$ cat src/rtl/riscv_cpu_pkg.sv
// Shared fetch-path types and constants: word size, instruction alignment and
// the {pc, instr} entry carried through the fetch buffer.
package riscv_cpu_pkg;

  localparam int XLEN        = 32;
  localparam int INSTR_ALIGN = 4;

  typedef struct packed {
    logic [XLEN-1:0] pc;
    logic [XLEN-1:0] instr;
  } fetch_entry_t;

  function automatic logic [XLEN-1:0] align_pc(input logic [XLEN-1:0] addr);
    return addr & ~XLEN'(INSTR_ALIGN - 1);
  endfunction

endpackage

$ cat src/rtl/fetch_fifo.sv
// Registered instruction buffer between the memory response path and decode.
// Simultaneous push and pop are accepted at any fill level; flush wins over both.
module fetch_fifo
  import riscv_cpu_pkg::*;
#(
  parameter int DEPTH = 2,
  parameter int CW    = $clog2(DEPTH + 1)
) (
  input  logic         clk,
  input  logic         rst_n,
  input  logic         push,
  input  fetch_entry_t push_data,
  input  logic         pop,
  input  logic         flush,
  output fetch_entry_t head,
  output logic         full,
  output logic         empty,
  output logic [CW-1:0] count
);

  localparam int            PW   = (DEPTH > 1) ? $clog2(DEPTH) : 1;
  localparam logic [PW-1:0] LAST = PW'(DEPTH - 1);
  localparam logic [CW-1:0] ONE  = CW'(1);

  fetch_entry_t  mem [DEPTH];
  logic [PW-1:0] wr_ptr;
  logic [PW-1:0] rd_ptr;
  logic          do_push;
  logic          do_pop;

  function automatic logic [PW-1:0] next_ptr(input logic [PW-1:0] ptr);
    return (ptr == LAST) ? '0 : ptr + PW'(1);
  endfunction

  assign empty   = (count == '0);
  assign full    = (count == CW'(DEPTH));
  assign do_pop  = pop && !empty && !flush;
  assign do_push = push && (!full || do_pop) && !flush;

  // Storage is not reset; an empty buffer presents zeros instead.
  assign head = empty ? '0 : mem[rd_ptr];

  always_ff @(posedge clk or negedge rst_n) begin
    if (!rst_n) begin
      wr_ptr <= '0;
      rd_ptr <= '0;
      count  <= '0;
    end else if (flush) begin
      wr_ptr <= '0;
      rd_ptr <= '0;
      count  <= '0;
    end else begin
      if (do_push) wr_ptr <= next_ptr(wr_ptr);
      if (do_pop)  rd_ptr <= next_ptr(rd_ptr);
      if (do_push && !do_pop)      count <= count + ONE;
      else if (!do_push && do_pop) count <= count - ONE;
    end
  end

  always_ff @(posedge clk) begin
    if (do_push) mem[wr_ptr] <= push_data;
  end

endmodule

$ cat src/rtl/fetch_unit.sv
// Instruction fetch: credit-limited request issue, in-order response tracking,
// redirect with discard of stale responses, and a small decode-side buffer.
module fetch_unit
  import riscv_cpu_pkg::*;
#(
  parameter logic [XLEN-1:0] BOOT_ADDR  = 32'h0000_0000,
  parameter int              FIFO_DEPTH = 2
) (
  input  logic            clk_i,
  input  logic            rst_ni,
  output logic            instr_req_o,
  output logic [XLEN-1:0] instr_addr_o,
  input  logic            instr_gnt_i,
  input  logic            instr_rvalid_i,
  input  logic [XLEN-1:0] instr_rdata_i,
  output logic            instr_valid_o,
  output logic [XLEN-1:0] instr_o,
  output logic [XLEN-1:0] pc_o,
  input  logic            instr_ready_i,
  input  logic            branch_i,
  input  logic [XLEN-1:0] branch_target_i
);

  localparam int              CW      = $clog2(FIFO_DEPTH + 1);
  localparam logic [CW:0]     CREDITS = (CW + 1)'(FIFO_DEPTH);
  localparam logic [CW-1:0]   ONE     = CW'(1);
  localparam logic [XLEN-1:0] STEP    = XLEN'(INSTR_ALIGN);

  logic [XLEN-1:0] fetch_pc;
  logic [XLEN-1:0] rsp_pc;
  logic [CW-1:0]   outstanding;
  logic [CW-1:0]   outstanding_nxt;
  logic [CW-1:0]   discard_cnt;
  logic [CW-1:0]   fifo_count;
  logic            fifo_full;
  logic            fifo_empty;
  logic            grant;
  logic            rsp;
  logic            drop;
  logic            push;
  logic            pop;
  fetch_entry_t    push_entry;
  fetch_entry_t    fifo_head;

  // Discarded responses still hold credit, so the counters can never exceed FIFO_DEPTH.
  assign instr_req_o  = rst_ni && !branch_i && !fifo_full &&
                        (({1'b0, outstanding} + {1'b0, fifo_count}) < CREDITS);
  assign instr_addr_o = fetch_pc;

  assign grant = instr_req_o && instr_gnt_i;
  assign rsp   = instr_rvalid_i && (outstanding != '0);
  assign drop  = rsp && (discard_cnt != '0);
  assign push  = rsp && !drop && !branch_i;
  assign pop   = !fifo_empty && instr_ready_i && !branch_i;

  assign push_entry.pc    = rsp_pc;
  assign push_entry.instr = instr_rdata_i;

  always_comb begin
    outstanding_nxt = outstanding;
    if (grant && !rsp)      outstanding_nxt = outstanding + ONE;
    else if (!grant && rsp) outstanding_nxt = outstanding - ONE;
  end

  // rsp_pc is the address of the next response that will be kept.
  always_ff @(posedge clk_i or negedge rst_ni) begin
    if (!rst_ni) begin
      fetch_pc    <= BOOT_ADDR;
      rsp_pc      <= BOOT_ADDR;
      outstanding <= '0;
      discard_cnt <= '0;
    end else begin
      outstanding <= outstanding_nxt;
      if (branch_i) begin
        fetch_pc    <= align_pc(branch_target_i);
        rsp_pc      <= align_pc(branch_target_i);
        discard_cnt <= outstanding_nxt;
      end else begin
        if (grant) fetch_pc    <= fetch_pc + STEP;
        if (push)  rsp_pc      <= rsp_pc + STEP;
        if (drop)  discard_cnt <= discard_cnt - ONE;
      end
    end
  end

  fetch_fifo #(
    .DEPTH (FIFO_DEPTH),
    .CW    (CW)
  ) u_fifo (
    .clk       (clk_i),
    .rst_n     (rst_ni),
    .push      (push),
    .push_data (push_entry),
    .pop       (pop),
    .flush     (branch_i),
    .head      (fifo_head),
    .full      (fifo_full),
    .empty     (fifo_empty),
    .count     (fifo_count)
  );

  assign instr_valid_o = !fifo_empty;
  assign instr_o       = fifo_head.instr;
  assign pc_o          = fifo_head.pc;

endmodule

$ cat config.mk
export PLATFORM = sky130hd
export DESIGN_NAME = fetch_unit
export DESIGN_NICKNAME = d
export VERILOG_FILES = /design/src/rtl/riscv_cpu_pkg.sv /design/src/rtl/fetch_fifo.sv /design/src/rtl/fetch_unit.sv
export SDC_FILE = /design/constraint.sdc
export NUM_CORES = 1
export LEC_CHECK = 0
export ABC_CLOCK_PERIOD_IN_PS = 7300
export BUFFER_PORTS_ARGS = -buffer_cell sky130_fd_sc_hd__buf_4
export CORE_MARGIN = 5
export CORE_UTILIZATION = 30
export CTS_CLUSTER_DIAMETER = 100
export DETAILED_ROUTE_END_ITERATION = 10
export PLACE_DENSITY_LB_ADDON = 0.08
export SYNTH_ARGS = -nofsm -noshare
export SYNTH_HDL_FRONTEND = slang
export SYNTH_SLANG_ARGS = --single-unit
$ cat constraint.sdc
create_clock -name clk_i -period 7.3 [get_ports clk_i]
set_input_delay 0.73 -clock clk_i [delete_from_list [all_inputs] [get_ports clk_i]]
set_output_delay 0.73 -clock clk_i [all_outputs]
set_load 0.01 [all_outputs]
==> results of run 1 <==
-- state kept, by name, summed over array words and instances, names as in the netlist --
name           count
discard_cnt        2
u_fifo.rd_ptr      1
rsp_pc            30
outstanding        2
u_fifo.count       2
u_fifo.mem       124
instr_addr_o      30
u_fifo.wr_ptr      1
-- layout by cell type, fill, tap and decap left out, types with 5 or more instances in the layout --
cell type and instances:
nand4_1 28, inv_1 21, mux2i_1 70, a31oi_1 14
and4_1 10, o41ai_1 6, o31ai_1 5, inv_6 5
nor2_1 83, nand2_1 50, nor2b_1 8, and2_1 7
xnor2_1 9, xor2_1 7, clkbuf_16 17, or4_1 8
or3_1 6, a21o_1 5, o21ai_0 22, nor4_1 12
buf_4 168, nand3_1 24, and3_1 6, a21oi_1 9
nor3_1 10, edfxtp_1 124, dfrtp_1 67, o211ai_1 16
o311ai_0 7
-- worst max-delay path by stage --
stage | endpoint | slack, ps | depth (start not counted) | from
finish | instr_req_o | 4080 | 5 | u_fifo.count[0]$_DFFE_PN0P_
global route | instr_req_o | 3930 | 5 | u_fifo.count[0]$_DFFE_PN0P_
CTS | pc_o[10] | 4000 | 4 | u_fifo.rd_ptr$_DFFE_PN0P_
detailed placement | instr_addr_o[13]$_DFFE_PN0N_ | 4070 | 5 | branch_i
global placement | instr_addr_o[13]$_DFFE_PN0N_ | 4110 | 5 | branch_i
floorplan | u_fifo.mem[1][0]$_DFFE_PP_ | 740 | 4 | instr_rvalid_i
-- worst max-delay path, cell delays in order, from the launching register on --
cell and delay, ps:
dfrtp_1 460, and2_1 180, fa_1 460, or4b_1 650
nor2_1 180, buf_4 150
-- power groups by stage --
stage / sequential (W) / combinational, W / clock (W)
finish: 0.00137 / 0.000532 / 0.000988
CTS: 0.00137 / 0.000548 / 0.00102
floorplan: 0.00136 / 0.000322 / 0
global placement: 0.00139 / 0.000541 / 0
detailed placement: 0.00139 / 0.000545 / 0
global route: 0.00138 / 0.000599 / 0.00106
-- cell families (layout without fill, tap and decap cells) --
kind of cell	after synthesis	count (layout)
AND/OR/NAND/NOR	276	276
flip-flops	192	192
AO/OA/AOI/OAI	112	112
multiplexers	74	74
buffers and inverters	67	222
XOR/XNOR	16	16
adder cells (fa/ha/maj)	5	5
other	1	4
-- layout make-up --
class,instances,area (µm²),share of cell area (%)
multi-input cells,487,3230,29.1
inverters,22,82.6,0.743
clock buffers,18,429,3.86
flip-flops and latches,192,5430,48.9
repair buffers,168,1260,11.4
clock inverters,14,190,1.71
well taps,390,488,4.39
-- layer usage --
layer	part of all wire [%]	vias up	routed length, µm	GRT usage (%)
li1	-	3095	-	-
met1	50	3137	12000	21.1
met2	44	178	10700	22.1
met3	4.7	16	1120	3.11
met4	0.96	0	231	3.33
met5	0	-	0	0
-- stage by stage --
step | cells | hold slack [ps]
after floorplan | 746 | 434
after global placement | 1259 | 505
after detailed placement | 1259 | 517
after CTS | 1291 | 134
after global routing | 1291 | 140
final | 1291 | 143
==> impl_results.md, run 1 <==
- First-pass GRT wire length: 38,100 µm
- GR Util All Layers: 14.4%
- End-of-flow core utilization: between 30% and 40%
- Clock buffer depth: 2
- I/O Pins: 168
- Reg-to-Reg Start: u_fifo.count[0]$_DFFE_PN0P_
- Pre-CTS setup slack: just over 4000 ps
- Buffers inserted by post-CTS timing repair: 0
- Top post-synthesis cells by count: edfxtp_1, nor2_1, mux2i_1
- Sw Share: just under 30%
- Cts hold-fix bufs: 0
- Synth Area in Compound Gates: under 10%
- Synthesized cell area: around 8900 µm²
- Core ar.: between 20,000 and 30,000 µm²
- Nets: ~960
- Num rows: 63
- CTS Sinks: 192
- Clock skew: about 19 ps
- Die area: 33,200 µm²
- Top FF cell, synth: edfxtp_1
- Worst reg2reg path depth: 6
- Critical path fanouts, max: 7
- Power share of the clock group: 34.2%
- Synth top area share: about two fifths
- Leak: about 4.1 nW
- Post-synthesis sequential area ratio: about three fifths
- WL final: roughly 24,000 µm
- R2r endpoint: instr_addr_o[13]$_DFFE_PN0N_
- Drt pass-1 iters: 5
- CTS root buf: clkbuf_16
- Crit path DAT: 2490 ps
- Sw power: 0.000853 W
- Logic pwr share: between 10% and 20%
- Synth Area in Simple Gates: between 10% and 20%
- CP Capture Type: output pin
- Share of cells above drive strength 1: around a quarter
- Ys async rst share: 35.4%
- Drt drc: 0
- Antenna-violating nets left: 0
- Initial Util: a little under a third
- Endpoints failing hold: 0
- Antenna cells: 0
- Power per cell area: about 260 nW/µm²
- RSZ-0062 raised after global routing: no
- Overall Power: 0.00289 W
- Synth Area in XOR/XNOR: between 1.5 and 2%
- Maximum VDD drop: ~0.13 mV
- Crit Path Class: reg -> out
- Wire per inst: 18.6 µm
- Number of global-route vias before repair: approximately 6,600
- Netlist cell types: roughly 60
- Area leader, netlist: edfxtp_1
- Routability Congestion: 0.796
- Worst-path clk slew: 90 ps
- CP required: 6570 ps
- Main combinational cell family by area after synthesis: simple AND/OR/NAND/NOR gates
- Critical path startpoint category: flip-flop
- H-tree levels: 4
- Setup ws final: ~4100 ps
- Filler Cell Count: 2,948
- Status: complete, no violations
- Worst slew pin tran: 1220 ps
- CTS tree: done
- Buffers on Ports: roughly 160
- CTS resizes: 0
- EDFF count, synth: 124
- Worst Hold Class: in -> async
- Fmax: 0.310 GHz
- Dpl cell area: about 10,000 µm²
- Clock Latency Late Sink: approximately 430 ps
- Area contributors post-synth: edfxtp_1, dfrtp_1, mux2i_1
- Initial antenna violation count: 0
- Drt initial violations: around 300
- YS warnings: 0
- Int Pwr: 0.00203 W
- TritonCTS buffer count: 17
- Synthesized area per cell: 12.0 µm²
- Setup violators final: 0
- Synth Instances: around 740
- Largest net degree at the start of global routing: 75
- Adder-cell share of the synthesized area: less than 1%
- Area grow syn2layout: 24.8%
- Slew Limit Fails: 0
- Die span in x: ~180 µm
- Post-route setup TNS: 0 ps
- R2r setup slk: roughly 4200 ps
- Minimum clock period: 3220 ps
- Total gr overflow: 0
- Seq pwr share: 47.3%
- Most common cell in the synthesized netlist: edfxtp_1
- Dpl hpwl: ~16,000 µm
- Total number of vias: between 6,000 and 7,000
- Max-Slew Margin vs Limit: 17.6%
- Chip height: about 180 µm
- Fraction of synthesized area in multiplexers: between 8 and 9%
- Yosys reg bits: roughly 190
- Routed vias/inst: roughly 5
- Max-cap check violation count: 0
- Cell area after layout: around 11,000 µm²
- Tcrit/Tclk final: between 40% and 50%
Power figures use the tool's default switching activity.
==> run 2: changes to the inputs <==
ABC_AREA = 1   (was unset)
ABC_CLOCK_PERIOD_IN_PS = 3400   (was 7300)
clock period = 3.4 ns   (was 7.3 ns; I/O delays follow)
==> run 2 against run 1 <==
Compared with the run above:
- combinational power grew to 4.7 times the previous value
- design area is 5.6% higher
- critical endpoint is now pc_o[28]
- largest power group unchanged
- clock power is 100% higher
- flip-flop and latch count stayed put
- worst hold slack worse by 60 ps
- clock-buffer cell count stayed put
==> impl_results.md, run 2 <==
- Clock skew: around 14 ps
- WL final: between 20,000 and 30,000 µm
- Synthesized area per cell: 8.73 µm²
- Top post-synthesis cells by count: nand2_1, edfxtp_1, inv_1
- Antenna cells: 0
- Synth Area in XOR/XNOR: under 10%
- Core ar.: ~30,000 µm²
- Synth Area in Compound Gates: around 7.5%
- FF/Latch Area: about 5400 µm²
- Tcrit/Tclk final: between 70% and 80%
- Initial antenna violation count: 0
- Slew Limit Fails: 0
- Minimum clock period: 2500 ps
- Fraction of synthesized area in multiplexers: 0%
- Number of global-route vias before repair: ~7,400
- Initial Util: between 30% and 40%
- Critical path fanouts, max: 26
- Cell count after placement: 1,616
- Maximum VDD drop: between 0.3 and 0.4 mV
- Largest net degree at the start of global routing: 63
- Setup ws final: 902 ps
- Chip height: between 150 and 200 µm
- Netlist cell types: 39
- I/O Pins: 168
- Overall Power: about 0.0076 W
- Clock buffer depth: 2
- Filler Cell Count: approximately 3,200
- Most Frequent Cell on Critical Path: buf_4
- Layout Cells excl Fill: approximately 1,600
- RSZ-0062 raised after global routing: no
- First-pass GRT wire length: roughly 42,000 µm
- Worst Hold Class: in -> reg
- Clock Latency Late Sink: 440 ps
- CP cell instances: nor2_4 > buf_4 > a21oi_1 > buf_4
- Critical path's largest stage delay: 640 ps
- GR Util All Layers: 15.4%
- Register with the most flip-flops: u_fifo.mem
- Nets: 1,315
- Power share of the clock group: 26.2%
- CTS Sinks: between 150 and 200
- Drt initial violations: approximately 540
- Drt pass-1 iters: 5
- Share of cells above drive strength 1: between 10% and 20%
- CP endpoint: pc_o[28]
- R2r setup slk: 920 ps
- Max-Slew Margin vs Limit: approximately half
- Die area: roughly 35,000 µm²
- Setup violators final: 0
- Status: complete, no violations
- Dpl hpwl: 19,700 µm
- Sw power: 0.00279 W
- Routed vias/inst: 4.59
- Sw Share: approximately 37%
- Commonest non-fill, non-tap cell in the layout: nand2_1
- CTS tree: done
- Top FF cell, synth: edfxtp_1
- Total gr overflow: 0
- Ys async rst share: a little over a third
- Area grow syn2layout: 24.9%
- EDFF count, synth: between 100 and 150
- Logic pwr share: 32.9%
- Area leader, netlist: edfxtp_1
- H-tree levels: 4
- Routability Congestion: 0.881
- Most frequent cells in the layout: nand2_1, buf_4, edfxtp_1
- Worst setup path start: u_fifo.count[0]$_DFFE_PN0P_
- Fmax: about 0.4 GHz
- Adder-cell share of the synthesized area: 0.745%
- Seq pwr share: 40.9%
- Leak: between 5 and 6 nW
- R2r endpoint: instr_addr_o[12]$_DFFE_PN0N_
- Power per cell area: roughly 650 nW/µm²
- Crit Path Class: reg -> out
- Worst-path clk slew: approximately 80 ps
- Buffers on Ports: between 150 and 200
- Synth Area in Simple Gates: between 20% and 30%
- Int Pwr: roughly 0.0048 W
- Wire per inst: 16.4 µm
- End-of-flow core utilization: 38.2%
- CP Capture Type: output pin
- Main combinational cell family by area after synthesis: simple AND/OR/NAND/NOR gates
- Die span in x: around 190 µm
- Buffers inserted by post-CTS timing repair: 0
- Worst slew pin tran: between 700 and 800 ps
- Max-cap check violation count: 0
- CTS root buf: clkbuf_16
- Synthesized cell area: around 9400 µm²
- Area contributors post-synth: edfxtp_1, dfrtp_1, nand2_1
- Yosys reg bits: between 150 and 200
- Hold depth: 1
- Max FFs per register: 124
- Pre-CTS setup slack: roughly 900 ps
- Reg-to-Reg Start: u_fifo.count[0]$_DFFE_PN0P_
- Worst reg2reg path depth: 10
- Total number of vias: roughly 7,600
- Multi-input gate area: approximately 3400 µm²
- Synth Instances: 1,077
- TritonCTS buffer count: 17
- Post-synthesis sequential area ratio: between 50% and 60%
- Synth top area share: around 40%
- CP required: ~3100 ps
- Endpoints failing hold: 0
- Critical path startpoint category: flip-flop
- Antenna-violating nets left: 0
- Slowest cell on the critical path: nor2_4
- YS warnings: 0
- Drt drc: 0
- Most common cell in the synthesized netlist: nand2_1
- Crit path DAT: 2160 ps
- Num rows: 64
[run 2: power groups by stage]
stage | Combinational, W | Clock [W] | Sequential [W]
2_1_floorplan | 0.00135 | 0 | 0.00307
3_3_place_gp | 0.00254 | 0 | 0.00314
3_5_place_dp | 0.00255 | 0 | 0.00314
4_1_cts | 0.00256 | 0.00206 | 0.00309
5_1_grt | 0.00279 | 0.00215 | 0.00314
6_report | 0.00249 | 0.00199 | 0.00310
[run 2: cell type report]
cell class,instances,area share (%)
flip-flops and latches,192,46.2
clock inverters,14,1.27
well taps,396,4.22
multi-input cells,749,29.3
repair buffers,177,12.0
inverters,103,3.30
clock buffers,18,3.66
[run 2: logic make-up (layout without fill, tap and decap cells)]
logic type	count (synthesis)	after routing
AO/OA/AOI/OAI	129	129
XOR/XNOR	21	21
adder cells (fa/ha/maj)	5	5
buffers and inverters	139	312
flip-flops	192	192
other	1	4
AND/OR/NAND/NOR	590	590
[run 2: worst min path at each step]
stage / endpoint / slack, ps / start
2_1_floorplan: discard_cnt[0]$_DFFE_PN0P_ / 40 / rst_ni
3_3_place_gp: instr_addr_o[28]$_DFFE_PN0N_ / 310 / rst_ni
3_5_place_dp: instr_addr_o[28]$_DFFE_PN0N_ / 310 / rst_ni
4_1_cts: u_fifo.mem[1][10]$_DFFE_PP_ / 60 / instr_rdata_i[10]
5_1_grt: u_fifo.mem[0][10]$_DFFE_PP_ / 60 / instr_rdata_i[10]
6_report: u_fifo.mem[1][10]$_DFFE_PP_ / 80 / instr_rdata_i[10]
[run 2: metrics by stage]
| stage | instance area (µm²) | hold slack [ps] | TNS (ps) |
|---|---|---|---|
| 3_5_place_dp | 11100 | 311 | 0 |
| 2_1_floorplan | 9410 | 44.4 | -114530 |
| 6_report | 11700 | 83.1 | 0 |
| 3_3_place_gp | 11100 | 306 | 0 |
| 5_1_grt | 11700 | 59.1 | 0 |
| 4_1_cts | 11700 | 63.2 | 0 |
[run 2: per-layer routing]
layer	GRT usage, %	vias up	share of wire [%]	wire, µm
li1	-	3831	-	-
met1	21.4	3535	48	13100
met2	25.0	173	46	12500
met3	2.99	25	3.8	1030
met4	3.95	0	1.6	444
met5	0	-	0	0
[run 2: what timing repair did]
action,4_1_cts,5_1_grt
endpoints found under the hold margin,26,0
resized for setup,0,0
hold buffers,1,0
[run 2: worst max-delay path, delay by kind of cell (launching register included)]
family	cells	cell delay, ps
DFF	1	480
and+or+nand+nor	1	640
AOI/OAI and AO/OA	1	90
buffers and inverters	2	500
==> run 3: changes to the inputs <==
ABC_AREA = 0   (was 1)
ABC_CLOCK_PERIOD_IN_PS = 2400   (was 3400)
clock period = 2.4 ns   (was 3.4 ns; I/O delays follow)
==> run 3 against run 2 <==
Compared with the run above:
- the run now ends with negative setup slack left
- clock-buffer cell count is the same
- clock skew up 2.8 ps
- utilization rose by 4.2 points
- die area fell by 5.0%
- design area grew 6.4%
- sequential share of layout area is 2.8 points lower
- combinational power fell by 10%
- largest power group unchanged
- critical path type unchanged
- register-to-register slack got worse by 1200 ps
- first-iteration DRC count decreased by 42%
- via count is 9.2% lower
==> impl_results.md, run 3 (synthesized netlist as in run 1, its figures left out) <==
- Status: finished, violations left
- Violated checks: negative setup slack
- Total gr overflow: 0
- Die span in x: around 180 µm
- Total length of routed met3 wires: between 1000 and 1500 µm
- Most frequent cells in the layout: buf_4, edfxtp_1, nor2_1
- Register with the most flip-flops: u_fifo.mem
- Drt initial violations: 310
- Tcrit/Tclk final: 110%
- First-pass GRT wire length: around 40,000 µm
- Max FFs per register: between 100 and 150
- CTS Sinks: between 150 and 200
- Met2 routed WL: approximately 11,000 µm
- TritonCTS buffer count: 17
- Clock skew: between 15 and 20 ps
- CTS root buf: clkbuf_16
- CP required: between 2000 and 2500 ps
- Maximum VDD drop: approximately 0.58 mV
- Critical path fanouts, max: 2
- CTS tree: done
- I/O Pins: 168
- Antenna-violating nets left: 0
- Largest net degree at the start of global routing: 63
- Die area: roughly 33,000 µm²
- Fmax: roughly 0.38 GHz
- GR Util All Layers: around 15%
- Antenna cells: 0
- Dpl hpwl: 17,600 µm
- DRT met1 WL: approximately 13,000 µm
- Nets: between 1,000 and 1,500
- Minimum clock period: ~2600 ps
- RSZ-0062 raised after global routing: yes
- Endpoints failing hold: 0
- Initial Util: a little under a third
- Routability Congestion: between 0.8 and 0.9
- CP Capture Type: output pin
- Crit Path Class: reg -> out
- Min Hold Slack: between 40 and 50 ps
- Core ar.: ~29,000 µm²
- Area grow syn2layout: 40.3%
- Routed vias/inst: around 5
- Power per cell area: 737 nW/µm²
- Max-Slew Margin vs Limit: 48.2%
- Commonest non-fill, non-tap cell in the layout: buf_4
- Setup ws final: -245 ps
- Num rows: 63
- Worst Hold Class: in -> reg
- Top sig layer: met4
- Drt drc: 0
- Leak: 4.81 nW
- Critical path startpoint category: flip-flop
- Share of cells above drive strength 1: 32.7%
- Buffers on Ports: approximately 160
- Number of global-route vias before repair: between 7,000 and 8,000
- Drt pass-1 iters: 5
- Worst-path clk slew: 80 ps
- Wire per inst: around 18 µm
- Crit path DAT: ~2400 ps
- WL final: around 26,000 µm
- Initial antenna violation count: 0
- Worst slew pin tran: ~780 ps
- Slew Limit Fails: 0
- Overall Power: a little over 0.009 W
- Clock buffer depth: 2
- Total number of vias: ~6,900
- Max-cap check violation count: 0
- Clock Latency Late Sink: between 400 and 500 ps
- H-tree levels: 4
- Setup violators final: 33
- Chip height: 182 µm
[run 3: final timing paths]
check,depth (start not counted),from,slack (ps),end
setup / recovery,7,outstanding[0]$_DFF_PN0_,-240,instr_req_o
min in group asynchronous,2,rst_ni,180,instr_addr_o[4]$_DFFE_PN0N_
max in group asynchronous,3,rst_ni,1230,rsp_pc[4]$_DFFE_PN0N_
setup reg to reg,8,outstanding[0]$_DFF_PN0_,-240,instr_addr_o[4]$_DFFE_PN0N_
hold / removal,3,branch_target_i[26],50,instr_addr_o[26]$_DFFE_PN0N_
hold reg to reg,0,rsp_pc[31]$_DFFE_PN0N_,500,u_fifo.mem[0][63]$_DFFE_PP_
[run 3: metrics by stage]
step	instances	util [%]	worst slack, ps	area [µm²]	TNS, ps
4_1_cts	1403	41.9	-258	12400	-5140
2_1_floorplan	746	-	-704	9000	-80500
6_report	1406	42.4	-245	12500	-4920
3_3_place_gp	1321	37.6	-243	11100	-4400
5_1_grt	1406	42.4	-349	12500	-8020
3_5_place_dp	1321	37.6	-289	11100	-5220
[run 3: final cells by class]
type,count,area [µm²]
clock inverters,14,168
inverters,22,82.6
fillers,2854,17000
clock buffers,18,429
well taps,390,488
repair buffers,283,2380
multi-input cells,487,3510
flip-flops and latches,192,5430
[run 3: repair_timing]
item / in CTS / in global routing
setup buffers: 14 / 5
cloned: 3 / 0
hold buffers: 33 / 0
pin swaps: 16 / 10
hold endpoints to repair: 79 / 0
resized for setup: 44 / 22
endpoints found under the setup margin: 35 / 35
[run 3: report_power, final]
part	total, W	switching (W)	internal (W)
sequential	0.00410	0.000246	0.00385
clock	0.00288	0.00138	0.00150
combinational	0.00223	0.00111	0.00112
total	0.00921	0.00274	0.00647
[run 3: layer usage]
| layer | global-route usage (%) | vias up |
|---|---|---|
| met5 | 0 | - |
| met4 | 3.21 | 0 |
| met3 | 3.47 | 19 |
| met2 | 23.6 | 201 |
| met1 | 22.4 | 3323 |
| li1 | - | 3323 |
[run 3: worst max-delay path: stages (launching register included)]
cell and delay [ps]:
dfrtp_1 390, and2_4 160, fa_2 450, or4b_4 510
buf_6 140, buf_6 110, nor2_4 100, buf_6 110
